--- src/rtl/lea_full_adder.sv ---
// lea_full_adder: registered ripple-carry adder cell with sum, carry-out and signed overflow.
//   Ports: clk, rst (sync, active-high), A/B [WIDTH-1:0] operands, Cin carry into bit 0,
//          S [WIDTH-1:0] registered sum, Cout registered carry out of MSB,
//          Ovf registered signed overflow (carry into MSB ^ carry out of MSB).
//   Option: define LEA_FA_PIPE2_EN to add a resettable input register stage (latency 2).
module lea_full_adder #(
    parameter int WIDTH = 1
) (
    input  logic             clk,
    input  logic             rst,
    input  logic [WIDTH-1:0] A,
    input  logic [WIDTH-1:0] B,
    input  logic             Cin,
    output logic [WIDTH-1:0] S,
    output logic             Cout,
    output logic             Ovf
);
    logic [WIDTH-1:0] w_a, w_b, w_s;
    logic             w_cin;
    logic [WIDTH:0]   w_c;
    logic [WIDTH-1:0] r_s;
    logic             r_cout, r_ovf;
`ifdef LEA_FA_PIPE2_EN
    logic [WIDTH-1:0] r_a, r_b;
    logic             r_cin;
    always_ff @(posedge clk) begin
        if (rst) begin
            r_a   <= '0;
            r_b   <= '0;
            r_cin <= 1'b0;
        end else begin
            r_a   <= A;
            r_b   <= B;
            r_cin <= Cin;
        end
    end
    assign w_a   = r_a;
    assign w_b   = r_b;
    assign w_cin = r_cin;
`else
    assign w_a   = A;
    assign w_b   = B;
    assign w_cin = Cin;
`endif
    assign w_c[0] = w_cin;
    for (genvar i = 0; i < WIDTH; i++) begin : g_bit
        assign w_s[i]   = w_a[i] ^ w_b[i] ^ w_c[i];
        assign w_c[i+1] = (w_a[i] & w_b[i]) | (w_c[i] & (w_a[i] ^ w_b[i]));
    end
    always_ff @(posedge clk) begin
        if (rst) begin
            r_s    <= '0;
            r_cout <= 1'b0;
            r_ovf  <= 1'b0;
        end else begin
            r_s    <= w_s;
            r_cout <= w_c[WIDTH];
            r_ovf  <= w_c[WIDTH] ^ w_c[WIDTH-1];
        end
    end
    assign S    = r_s;
    assign Cout = r_cout;
    assign Ovf  = r_ovf;
endmodule

--- config.mk ---
export PLATFORM = sky130hd
export DESIGN_NAME = lea_full_adder
export DESIGN_NICKNAME = d
export VERILOG_FILES = /design/src/rtl/lea_full_adder.sv
export SDC_FILE = /design/constraint.sdc
export NUM_CORES = 1
export LEC_CHECK = 0
export CAP_MARGIN = 40
export CELL_PAD_IN_SITES_DETAIL_PLACEMENT = 0
export CELL_PAD_IN_SITES_GLOBAL_PLACEMENT = 1
export CORE_AREA = 2 2 39 41
export CTS_BUF_LIST = sky130_fd_sc_hd__clkbuf_8 sky130_fd_sc_hd__clkbuf_16
export DETAILED_ROUTE_END_ITERATION = 6
export DIE_AREA = 0 0 41 43
export PLACE_DENSITY = 0.38
export SYNTH_ARGS = -nofsm -noshare
export SYNTH_HDL_FRONTEND = slang
export SYNTH_SLANG_ARGS = --single-unit
--- constraint.sdc ---
create_clock -name clk -period 1.9 [get_ports clk]
set_input_delay 0.19 -clock clk [delete_from_list [all_inputs] [get_ports clk]]
set_output_delay 0.19 -clock clk [all_outputs]
set_load 0.02 [all_outputs]
# == After elaboration in Yosys (flattened, before gate mapping) ==
# Cells that the tools add are included.
# op_classes
bitwise_logic,6
# ops
op,n
XOR 1 bit,3
AND 1 bit,2
OR 1 bit,1
# totals
reg_bits,3
input_bits,5
output_inout_bits,3

# == Longest topological paths before layout ==
# logic_depth
word_depth,4
depth_mapped,3

# == Worst setup path after synthesis ==
# No wires, ideal clock.
# synth_timing
kind,input -> register
from,input A
to,"register r_ovf, in the netlist Ovf"
slack_ps,970
arrival_time_ps,815
stages,3
required_time_ps,1785
cell_sequence,fa_1 > xnor2_1 > nor2_1
# synth_via
elab_chain_len,4
word_cells_on_any_way,5
# synth_rtl
item,line_no,source
start: declaration,11,"input logic [WIDTH-1:0] A,"
XOR 1 bit,48,assign w_c[i+1] = (w_a[i] & w_b[i]) | (w_c[i] & (w_a[i] ^ w_b[i]));
AND 1 bit,48,
OR 1 bit *,48,
XOR 1 bit *,58,r_ovf <= w_c[WIDTH] ^ w_c[WIDTH-1];
end signal: assignment,58,
end: declaration,22,"logic r_cout, r_ovf;"
# Mark *: on every way between the ends. The rest lies on a longest branch, timed or not.
# A chain may end at the register's enable or synchronous reset.

# == Worst setup path in the final report ==
# layout_timing
from,"register r_ovf, in the netlist Ovf"
to,output Ovf
# layout_lines
item,line_no,source
end: declaration,16,output logic Ovf
# No word-level cell between the ends.

==> impl_metrics.ini <==
[logic_synthesis]
synth_cell_type_count = 5
yosysMostFrequentCell = dfxtp_1
netlist_area_um2 = 105
synth_warnings = 0
synthFlopType = dfxtp_1
synth_fp_nets = 14
synth_top_cell_by_area = dfxtp_1
syn_inst = 8
synth_area_per_cell_um2 = 13.1
synthArstFlopShare_pct = 0
synth_top_area_share_pct = 57.1
synth_edf_count = 0
ys_ff_latch = 3
yosys-top-cells-area = dfxtp_1 (57%), fa_1 (19%), nor2b_1 (12%)
ys_seq_area_share_pct = 57.1
synthTopCellsByCount = dfxtp_1 (3), nor2b_1 (2), fa_1 (1), nor2_1 (1), xnor2_1 (1)

[placed_design]
place_area_um2 = 195
port_buffers = 7
place.gp.congestion = 0.511
place_ws_ns = 0.482

[critical_path]
crit_chain = clkdlybuf4s50_1
setup.worst_path.end_class = primary output
crit_family = buffers and inverters
worst_ep_arrival_time_ns = 1.11
critical_path_required_ns = 1.71
cp_slowest_cell = clkdlybuf4s50_1
crit_buf_inv = 1
critPathKind = flop to primary output
startpoint_type = flop
cp_max_fo = 1
crit_path_max_incr_delay_ns = 0.59

[pwr]
powerDensity_nw_per_um2 = 1200
p_total_mw = 0.287
p_leak_nw = 0.0942
max-vdd-ir-drop_v = 0.000228

[global_routing]
grt_pass1_vias = 107
grt_use_total_pct = 4.53
grt_overflow = 0
antenna_found_initial = 0
grt_pass1_wl_um = 379
grt_max_degree = 4

[floorplanning]
die_h_um = 43
coreArea_um2 = 1380
initial_core_util_pct = 7.59
design.die.area_um2 = 1760
pin_count = 8
fp.dieW_um = 41
rows = 14

[cts]
cts-buffers-inserted = 3
clockRootBuffer = clkbuf_8
clk_pin_slew_ns = 0.03
cts.repair.resized = 0
htreeDepth = 1
post_cts.repair.setup_buffers = 0
cts_tree = yes
clk_path_buf_depth = 2
cts.sinks = 3
hold_buffers = 0

[min_path]
hp-class = primary input to flop

[sta]
rsz0062_at_grt = no
worst_pin_slew_ns = 0.218
finalMaxSlewViolations = 0
fin_tns_setup_ns = 0
hold_viol = 0
period_minus_slack_ns = 1.30
layout_setup_ws_ns = 0.598
max_freq_ghz = 0.768
finalSetupViolations = 0
maxSlewHeadroom_pct = 85.4
fin_crit_sh_pct = 68.5

[route]
detail_route.iter0.violations = 1
viasPerCell = 2.66
routed_wl_um = 243
antenna_left = 0
drt-pass1-iter-count = 2
drc = 0
wl_per_cell_um = 6.94
vias = 93

[flow_run]
drv_cap = 0

[layout]
antenna_cells = 0
fin_area_um2 = 240
fin_nets = 26
drive_above_1_share_pct = 15.8
area_growth_pct = 129
fillers = 154

[run_status]
status = finished clean
## flip-flops by register name, indices dropped and copies added (netlist names)
name / cells
Cout: 1
Ovf: 1
S: 1
## layout make-up
type,count,area (um2),share of cell area [%]
sequential,3,60.1,25.0
clock inverter,1,3.75,1.56
timing repair buffer,7,70.1,29.2
tap,16,20.0,8.33
clock buffer,3,41.3,17.2
multi-input combinational,5,45.0,18.8
## metal layers
metal	vias up	GRT usage, %	wire (um)	share of wire (%)
met5	-	0	0	0
met4	0	10.0	14	5.8
met3	2	4.71	47	19
met2	10	3.75	96	40
met1	36	2.91	84	35
li1	45	-	-	-
## stage by stage
step | std cells | hold slack (ns) | utilization, %
floorplan | 8 | 0.262 | -
global placement | 31 | 0.776 | 14.1
detailed placement | 31 | 0.780 | 14.1
CTS | 35 | 0.555 | 17.4
global route | 35 | 0.581 | 17.4
finish | 35 | 0.562 | 17.4
## cell usage in the layout, fill, tap and decap left out
cell type | netlist | layout
fa_1 | 1 | 1
clkdlybuf4s50_1 | 0 | 7
xnor2_1 | 1 | 1
nor2b_1 | 2 | 2
nor2_1 | 1 | 1
clkbuf_8 | 0 | 3
dfxtp_1 | 3 | 3
inv_1 | 0 | 1
## power by group
| group | total [mW] | switching [mW] | internal [mW] |
|---|---|---|---|
| Combinational | 0.0369 | 0.0150 | 0.0219 |
| Clock | 0.180 | 0.0423 | 0.138 |
| Sequential | 0.0706 | 0.00146 | 0.0691 |
| Total | 0.287 | 0.0587 | 0.229 |
## path summary, 6_finish.rpt
kind	startpoint	end	slack (ns)	cells after the start
max	Ovf	Ovf	0.60	1
min	rst	Cout	0.56	2
## kinds of logic after synthesis
logic type | synth area share, %
fa+ha+maj | 19.0
simple gates | 15.5
flops | 57.1
xor+xnor | 8.33
No activity file was read; power rests on OpenSTA's default activity.
